--- src/rtl/systolic_feeder_pkg.sv ---
// Shared types for the systolic operand feeder.
//   word_t         : raw operand word; passed through bit-exact, never interpreted
//   feeder_state_t : feeder FSM states
package systolic_feeder_pkg;

  typedef logic [31:0] word_t;

  typedef enum logic [2:0] {
    StFill,
    StIssue,
    StFlush,
    StDrain,
    StDone
  } feeder_state_t;

  // Counter width that can hold values 0..n-1, never narrower than one bit.
  function automatic int unsigned idx_width(input int unsigned n);
    return (n > 1) ? $clog2(n) : 1;
  endfunction

endpackage

--- src/rtl/systolic_feeder_if.sv ---
// Upstream operand stream into the feeder (valid/ready, one x/w vector pair per beat).
//   in_valid : producer has a vector pair on in_x/in_w
//   in_ready : feeder accepts the pair on this edge
//   in_x     : N-lane x operand vector
//   in_w     : N-lane w operand vector
// master = producer (tile loader / bench), slave = feeder.
interface systolic_feeder_if #(
  parameter int unsigned N = 4
) ();
  import systolic_feeder_pkg::*;

  logic            in_valid;
  logic            in_ready;
  word_t [N-1:0]   in_x;
  word_t [N-1:0]   in_w;

  modport master (
    output in_valid,
    output in_x,
    output in_w,
    input  in_ready
  );

  modport slave (
    input  in_valid,
    input  in_x,
    input  in_w,
    output in_ready
  );

endinterface

--- src/rtl/systolic_feeder_buf.sv ---
// feeder_buf: tile operand buffer, Depth entries of {x vector, w vector}.
//   clk_i   : clock
//   we_i    : write enable
//   waddr_i : write index
//   wx_i    : x vector to store
//   ww_i    : w vector to store
//   raddr_i : asynchronous read index
//   rx_o    : x vector at raddr_i
//   rw_o    : w vector at raddr_i
// No reset: the feeder's counters decide which entries are meaningful.
module feeder_buf
  import systolic_feeder_pkg::*;
#(
  parameter int unsigned N     = 4,
  parameter int unsigned Depth = 8,
  localparam int unsigned AddrW = idx_width(Depth)
) (
  input  logic                  clk_i,
  input  logic                  we_i,
  input  logic [AddrW-1:0]      waddr_i,
  input  word_t [N-1:0]         wx_i,
  input  word_t [N-1:0]         ww_i,
  input  logic [AddrW-1:0]      raddr_i,
  output word_t [N-1:0]         rx_o,
  output word_t [N-1:0]         rw_o
);

  word_t [N-1:0] mem_x_q [Depth];
  word_t [N-1:0] mem_w_q [Depth];

  always_ff @(posedge clk_i) begin
    if (we_i) begin
      mem_x_q[waddr_i] <= wx_i;
      mem_w_q[waddr_i] <= ww_i;
    end
  end

  assign rx_o = mem_x_q[raddr_i];
  assign rw_o = mem_w_q[raddr_i];

endmodule

--- src/rtl/systolic_feeder.sv ---
// systolic_feeder: buffers one tile of LOAD_CYCLES x/w vector pairs from an upstream stream,
// then streams them into systolic_array (start/x_in/w_in, honouring stall), follows with N-1
// zero vectors to flush the array, waits in DRAIN for stall to clear and pulses done.
//   clk          : clock
//   rst          : synchronous active-high reset; aborts any tile in progress
//   up           : upstream operand stream (systolic_feeder_if.slave)
//   stall        : array did not consume the presented vector this cycle
//   start        : operands valid to the array; high from ISSUE entry through DRAIN
//   x_in, w_in   : operand vectors to the array (zero in FLUSH/DRAIN and when idle)
//   done         : one-cycle pulse after the tile is fully processed
//   stall_cycles : stalled cycles of the current/last tile, saturating
//                  (only when FEEDER_STALL_CNT_EN is defined)
module systolic_feeder
  import systolic_feeder_pkg::*;
#(
  parameter int unsigned N           = 4,
  parameter int unsigned LOAD_CYCLES = 2 * N
) (
  input  logic                clk,
  input  logic                rst,
  systolic_feeder_if.slave    up,
  input  logic                stall,
  output logic                start,
  output word_t [N-1:0]       x_in,
  output word_t [N-1:0]       w_in,
  output logic                done
`ifdef FEEDER_STALL_CNT_EN
  ,
  output logic [31:0]         stall_cycles
`endif
);

  localparam int unsigned CntW = $clog2(LOAD_CYCLES + 1);
  localparam int unsigned IdxW = idx_width(LOAD_CYCLES);
  localparam int unsigned FlW  = idx_width(N);

  localparam logic [CntW-1:0] LoadMax   = CntW'(LOAD_CYCLES);
  localparam logic [IdxW-1:0] LastIdx   = IdxW'(LOAD_CYCLES - 1);
  localparam logic [FlW-1:0]  FlushLast = FlW'((N > 1) ? N - 2 : 0);

  feeder_state_t   state_q, state_d;
  logic [CntW-1:0] wr_cnt_q, wr_cnt_d;
  logic [IdxW-1:0] rd_cnt_q, rd_cnt_d;
  logic [FlW-1:0]  flush_cnt_q, flush_cnt_d;
  logic            start_q, start_d;
  logic            done_q, done_d;
  word_t [N-1:0]   x_q, x_d;
  word_t [N-1:0]   w_q, w_d;

  logic            accept;
  logic            consume;
  logic [IdxW-1:0] rd_addr;
  word_t [N-1:0]   rd_x, rd_w;

  assign up.in_ready = !rst && (state_q == StFill) && (wr_cnt_q < LoadMax);
  assign accept      = up.in_valid && up.in_ready;
  assign consume     = start_q && !stall;

  // Read ahead: in ISSUE the buffer presents the vector to load on the next consume.
  // On the last vector the address is parked at 0 since zeros are loaded instead.
  always_comb begin
    rd_addr = '0;
    if (state_q == StIssue && rd_cnt_q != LastIdx) begin
      rd_addr = rd_cnt_q + IdxW'(1);
    end
  end

  feeder_buf #(
    .N     (N),
    .Depth (LOAD_CYCLES)
  ) u_buf (
    .clk_i   (clk),
    .we_i    (accept),
    .waddr_i (wr_cnt_q[IdxW-1:0]),
    .wx_i    (up.in_x),
    .ww_i    (up.in_w),
    .raddr_i (rd_addr),
    .rx_o    (rd_x),
    .rw_o    (rd_w)
  );

  always_comb begin
    state_d     = state_q;
    wr_cnt_d    = wr_cnt_q;
    rd_cnt_d    = rd_cnt_q;
    flush_cnt_d = flush_cnt_q;
    start_d     = start_q;
    done_d      = 1'b0;
    x_d         = x_q;
    w_d         = w_q;

    unique case (state_q)
      StFill: begin
        if (accept) begin
          wr_cnt_d = wr_cnt_q + CntW'(1);
        end else if (wr_cnt_q == LoadMax) begin
          state_d  = StIssue;
          start_d  = 1'b1;
          rd_cnt_d = '0;
          x_d      = rd_x;
          w_d      = rd_w;
        end
      end
      StIssue: begin
        if (consume) begin
          if (rd_cnt_q == LastIdx) begin
            x_d         = '0;
            w_d         = '0;
            flush_cnt_d = '0;
            state_d     = (N > 1) ? StFlush : StDrain;
          end else begin
            rd_cnt_d = rd_cnt_q + IdxW'(1);
            x_d      = rd_x;
            w_d      = rd_w;
          end
        end
      end
      StFlush: begin
        if (consume) begin
          if (flush_cnt_q == FlushLast) begin
            state_d = StDrain;
          end else begin
            flush_cnt_d = flush_cnt_q + FlW'(1);
          end
        end
      end
      StDrain: begin
        if (consume) begin
          state_d = StDone;
          start_d = 1'b0;
          done_d  = 1'b1;
        end
      end
      StDone: begin
        state_d     = StFill;
        wr_cnt_d    = '0;
        rd_cnt_d    = '0;
        flush_cnt_d = '0;
      end
      default: begin
        state_d = StFill;
      end
    endcase
  end

  always_ff @(posedge clk) begin
    if (rst) begin
      state_q     <= StFill;
      wr_cnt_q    <= '0;
      rd_cnt_q    <= '0;
      flush_cnt_q <= '0;
      start_q     <= 1'b0;
      done_q      <= 1'b0;
      x_q         <= '0;
      w_q         <= '0;
    end else begin
      state_q     <= state_d;
      wr_cnt_q    <= wr_cnt_d;
      rd_cnt_q    <= rd_cnt_d;
      flush_cnt_q <= flush_cnt_d;
      start_q     <= start_d;
      done_q      <= done_d;
      x_q         <= x_d;
      w_q         <= w_d;
    end
  end

  assign start = start_q;
  assign done  = done_q;
  assign x_in  = x_q;
  assign w_in  = w_q;

`ifdef FEEDER_STALL_CNT_EN
  logic [31:0] stall_cnt_q, stall_cnt_d;

  // FILL->ISSUE happens with start low, so clearing never collides with counting.
  always_comb begin
    stall_cnt_d = stall_cnt_q;
    if (state_q == StFill && state_d == StIssue) begin
      stall_cnt_d = '0;
    end else if (start_q && stall && stall_cnt_q != '1) begin
      stall_cnt_d = stall_cnt_q + 32'd1;
    end
  end

  always_ff @(posedge clk) begin
    if (rst) begin
      stall_cnt_q <= '0;
    end else begin
      stall_cnt_q <= stall_cnt_d;
    end
  end

  assign stall_cycles = stall_cnt_q;
`endif

endmodule

--- src/flat_wrapper.sv ---
// flat-port wrapper written by rule: the top's interface ports become plain ports
module systolic_feeder_flat import systolic_feeder_pkg::*;
#(
  parameter int unsigned N           = 4,
  parameter int unsigned LOAD_CYCLES = 2 * N
)
  (clk, rst, stall, start, x_in, w_in, done, up_in_valid, up_in_x, up_in_w, up_in_ready);
  systolic_feeder_if #(.N(N)) up_i ();
  input  logic clk;
  input  logic rst;
  input  logic stall;
  output logic start;
  output word_t [N-1:0] x_in;
  output word_t [N-1:0] w_in;
  output logic done;
  input wire logic [$bits(up_i.in_valid)-1:0] up_in_valid;
  input wire logic [$bits(up_i.in_x)-1:0] up_in_x;
  input wire logic [$bits(up_i.in_w)-1:0] up_in_w;
  output wire logic [$bits(up_i.in_ready)-1:0] up_in_ready;
  assign up_i.in_valid = up_in_valid;
  assign up_i.in_x = up_in_x;
  assign up_i.in_w = up_in_w;
  assign up_in_ready = up_i.in_ready;
  systolic_feeder #(.N(N), .LOAD_CYCLES(LOAD_CYCLES)) u_core (.clk(clk), .rst(rst), .up(up_i), .stall(stall), .start(start), .x_in(x_in), .w_in(w_in), .done(done));
endmodule
--- config.mk ---
export PLATFORM = sky130hd
export DESIGN_NAME = systolic_feeder_flat
export DESIGN_NICKNAME = d
export VERILOG_FILES = /design/src/rtl/systolic_feeder_pkg.sv /design/src/rtl/systolic_feeder_if.sv /design/src/rtl/systolic_feeder_buf.sv /design/src/rtl/systolic_feeder.sv /design/src/flat_wrapper.sv
export SDC_FILE = /design/constraint.sdc
export NUM_CORES = 2
export LEC_CHECK = 0
export BUFFER_PORTS_ARGS = -buffer_cell sky130_fd_sc_hd__buf_2
export CAP_MARGIN = 15
export CORE_ASPECT_RATIO = 0.75
export CORE_MARGIN = 4
export CORE_UTILIZATION = 45
export DETAILED_ROUTE_END_ITERATION = 6
export SYNTH_ARGS = -nofsm -noshare
export SYNTH_HDL_FRONTEND = slang
export SYNTH_HIERARCHICAL = 1
export SYNTH_SLANG_ARGS = --single-unit
--- constraint.sdc ---
create_clock -name clk -period 27.2 [get_ports clk]
set_input_delay 6.8 -clock clk [delete_from_list [all_inputs] [get_ports clk]]
set_output_delay 6.8 -clock clk [all_outputs]
set_load 0.05 [all_outputs]
# Yosys cells after proc, flatten, opt, wreduce, memory -nomap -nowiden
# Memories as Yosys holds them, arrays and structs flattened.
# Index checks and enable logic that the tools add are counted.
# totals
memories,2
word_cells,97
inputBits,260
ff_bits,270
ramBits,2048
out_inout_bits,259
# classes
n_reduce_logical,20
muxes,38
n_eq_ne,18
n_lt_le_gt_ge,1
bitwise_logic,1
addsub,3
# memory_table
memory,depth,word_bits,rd,rd_ports_with_merged_regs,write_ports,line_no,rtl
u_core.u_buf.mem_w_q,8,128,1,0,1,systolic_feeder_buf.sv:29,word_t [N-1:0] mem_w_q [Depth];
u_core.u_buf.mem_x_q,8,128,1,0,1,systolic_feeder_buf.sv:28,word_t [N-1:0] mem_x_q [Depth];
# op_table
cell,count
$mux 128,8
$pmux 128 s2,2
$mux 3,12
$pmux 3 s4,1
$ne 2x1->1 const B,5
$ne 2x2->1 const B,5
$reduce_and 5->1,2
$pmux 3 s3,1
$mux 2,4
$pmux 4 s2,1
$reduce_and 4->1,2
$reduce_and 7->1,1
$eq 3x2->1 const B,2
$eq 3x3->1 const B,2
$mux 1,6
$pmux 2 s3,1
$reduce_bool 2->1,3
$reduce_bool 3->1,2
$logic_and 1x1->1,5
$add 4x1->4 const B,1
$eq 4x4->1 const B,1
$lt 4x4->1 const B,1
$mux 4,1
$add 3x1->3 const B,1
10 further kinds,11

# Longest topological paths before layout
# An unclocked memory read counts as a cell.
# logic_depth
word_depth,7
ltp_mapped,12
ltp_nobuf,9

# By module
# The synthesis kept the hierarchy.
# modules_own_cells
mod,cells_each,area_per_inst_um2,seq_area_each_um2,instances
feeder_buf,2971,76915.0,61499.0,1
systolic_feeder,1230,10591.4,5405.2,1

# Least setup slack after synthesis
# OpenSTA, ideal clock, no wires.
# synth_timing
path_type,input port to flip-flop
from,input port rst
to,memory u_core/u_buf/mem_w_q[0][0] (netlist bit) (enable)
setup_time_ps,1187
t_arrival_ps,24828
n_path_buf,2
required_ps,26013
path_stages,6
slack_ps,1186
path_cell_list,clkbuf_1 -> nor2_1 -> and3_1 -> clkbuf_1 -> nand2b_1 -> nor3_1
# synth_between
elab_chain_len,6
# synth_lines
item,line_no,rtl
start: declaration,flat_wrapper.sv:10,input logic rst;
$logic_not 1->1,systolic_feeder.sv:55,assign up.in_ready = !rst && (state_q == StFill) && (wr_cnt_q < LoadMax);
$logic_and 1x1->1 (2 in series),systolic_feeder.sv:55,
$logic_and 1x1->1,systolic_feeder.sv:56,assign accept = up.in_valid && up.in_ready;
via u_core.accept,systolic_feeder.sv:50,logic accept;
$mux 1,systolic_feeder_buf.sv:32,if (we_i) begin
$mux 1 (implied by the code),systolic_feeder_buf.sv:34,mem_w_q[waddr_i] <= ww_i;
end: declaration,systolic_feeder_buf.sv:29,
# The timed path passes the listed nets, and every way through them passes these cells.

# Worst setup path in the final report
# layout_timing
from,input port rst
to,output port up_in_ready
# layout_between
elab_chain_len,3
# layout_lines
item,line_no,rtl
$logic_not 1->1,systolic_feeder.sv:55,
$logic_and 1x1->1 (2 in series),systolic_feeder.sv:55,
end: declaration,flat_wrapper.sv:19,output wire logic [$bits(up_i.in_ready)-1:0] up_in_ready;
# No other way between the ends.

==> qor.txt <==
status - complete, no violations
WL final - 195 mm
clk_skew - 0.0686 ns
commonest cells after routing, fill and taps aside - edfxtp_1, buf_2, mux4_2
critical path's largest stage delay - 0.30 ns
RSZ-0062 raised after global routing - no
HP Class - reg -> reg
DIE WIDTH - 517 um
Congestion Overflow GR - 0
hold buffer count at CTS - 0
Detailed Place HPWL - 104 mm
Crit Path Class - in -> out
initial core utilization - 0.455
share of the synthesized area in the top cell type - 0.703
P_sw - 1.43 mW
clk_lat worst skew - 0.87 ns
Yosys cell types - 38
actual slew at the worst max-slew pin - 1.31 ns
GPL Wtd Cong - 0.706
initial antenna violation count - 83
Max Fclk - 0.0684 GHz
fin util - 0.520
Core ar. - 0.192 sq mm
number of clock sinks - 2318
Root Buffer - clkbuf_16
Max rail drop VDD - 0.0651 mV
die area - 0.202 sq mm
row count - 139
Mapped Area - 0.0875 sq mm
Cells after Synth - 4201
# IOs - 519
share of post-route cells with drive strength above 1 - 0.345
WP buf/inv - 2
crit-path cells - clkbuf_8 -> nor2_1 -> and2_1 -> buf_2
Layout Cells excl Fill - 7521
crit path time final - 14.62 ns
CTS tree - done
Crit path max-delay family - buffers and inverters
synth top area cells - edfxtp_1, mux4_2, dfxtp_1
first-pass GRT wire length - 290 mm
max_cap viols - 0
# H-tree levels - 4
die height - 390 um
warnings from Yosys - 6
DRC viols - 0
final hold vios - 0
Worst EP arrival - 7.82 ns
Worst Setup End Kind - output port
most common cell after layout, fill and taps aside - edfxtp_1
final period utilization - 0.537
Routed Antenna Nets - 0
total power - 7.12 mW
DR vias/cell - 5.56
clock network fraction of design power - 0.430
Final TNS setup - 0 ns
Sequential Power Share - 0.549
Sw Share - 0.201
Max Slew Vio Count - 0
Fillers - 15200
Leak Pwr - 31.6 nW
Rel. slew slack - 0.123
Inst Count DP - 7068
sequential area share after synthesis - 0.765
drt initial violations - 3396
Pint - 5.69 mW
Post-Syn Area per Cell - 20.8 sq um
ys async rst share - 0
GRT Overall Usage - 0.193
Hold WS - 0.468 ns
Final Setup Violations - 0
largest net degree at the start of global routing - 214
WP data required - 20.40 ns
Layout Area Growth over Synthesis - 14.3%
First-pass DRT Iterations - 5
DR vias - 41800
Slowest cell on crit path - buf_2
number of global-route vias before repair - 43200
cell taking the most area after synthesis - edfxtp_1
post-CTS setup buffers - 0
critical path fanouts, max - 23
CTS buffer count - 215
CP startpoint kind - primary input
Pwr Density - 71.2 mW/mm^2
IO Port Bufs - 518
Wirelength per Cell - 25.9 um
Syn Nets - 4466
# resized after CTS - 0
maximum clock path buffer count - 3
Comb pwr share - 0.021
Final nets - 5012
Post-synth EDFFs - 2048
Reg clk slew, reported paths - 0.06 ns
Post-synth top flop - edfxtp_1
synthesis-stage register bit count - 2318
[sequential cells by signal, indices dropped and copies added (netlist names), 2 cells and up]
name / count
u_core/flush_cnt_q: 2
u_core/rd_cnt_q: 3
u_core/state_q: 3
u_core/u_buf/mem_w_q: 1024
u_core/u_buf/mem_x_q: 1024
u_core/w_in: 128
u_core/wr_cnt_q: 4
u_core/x_in: 128
[power by group through the flow]
stage | Sequential, mW | Combinational [mW] | Clock (mW)
3_5_place_dp | 3.99 | 0.150 | 0
2_1_floorplan | 4.01 | 0.0637 | 0
4_1_cts | 3.91 | 0.150 | 3.14
5_1_grt | 3.91 | 0.161 | 3.30
3_3_place_gp | 3.99 | 0.146 | 0
6_report | 3.91 | 0.147 | 3.06
[worst min-delay path: stages (launching register included)]
cell      delay, ns
dfxtp_1        0.31
nand2b_1       0.06
o21ai_0        0.06
[logic make-up after synthesis]
group,synth area share
xor gates and xnor gates,0.000200
DFF,0.765
AOI/OAI and AO/OA,0.0157
muxes,0.165
adders and majority gates,0.000715
and+or+nand+nor,0.0364
buffers and inverters,0.0172
[layer usage]
layer	track usage	vias up	wire [um]
met5	0	-	182
met4	0.0453	28	4020
met3	0.0480	298	13600
met2	0.303	1099	92700
met1	0.274	22100	84700
li1	-	18200	-
[metrics by stage]
step / worst slack [ns] / instance area [sq um]
floorplan: 1.19 / 87500
global placement: 12.52 / 92500
detailed placement: 12.55 / 92500
CTS: 12.55 / 99900
global route: 12.53 / 99900
finish: 12.58 / 100000
[cell usage after synthesis (2+ instances only)]
master / instances
edfxtp_1: 2048
mux4_2: 512
dfxtp_1: 270
nand2b_1: 265
nand3_1: 258
mux2_2: 257
o21ai_0: 257
clkbuf_1: 125
buf_6: 54
buf_1: 41
buf_4: 22
nor2_1: 19
buf_2: 18
nor3_1: 7
nand2_1: 6
a21oi_1: 5
ha_1: 5
inv_1: 4
and2_1: 3
mux2i_1: 3
a31oi_1: 2
nand3b_1: 2
or4_1: 2
xnor2_1: 2
[layout make-up]
cell class	instances	area (sq um)	share of cell area
Multi-Input combinational cell	1619	19200	0.192
Clock inverter	107	1320	0.0132
Inverter	4	15.0	0.000150
Tap cell	2538	3180	0.0318
Timing Repair Buffer	589	3250	0.0325
Clock buffer	300	6020	0.0602
Sequential cell	2318	66900	0.669
Antenna cell	46	115	0.00115
[final timing paths]
kind / depth (start not counted) / endpoint / from / slack, ns
hold / removal: 2 / u_core/x_in[38]$_SDFFE_PP0P_ / u_core/x_in[38]$_SDFFE_PP0P_ / 0.47
setup / recovery: 4 / up_in_ready / rst / 12.58
hold reg to reg: 2 / u_core/x_in[38]$_SDFFE_PP0P_ / u_core/x_in[38]$_SDFFE_PP0P_ / 0.47
setup reg to reg: 12 / u_core/w_in[119]$_SDFFE_PP0P_ / u_core/rd_cnt_q[0]$_SDFFE_PP0P_ / 21.25
Note: power is estimated with default switching activity, not from simulation.
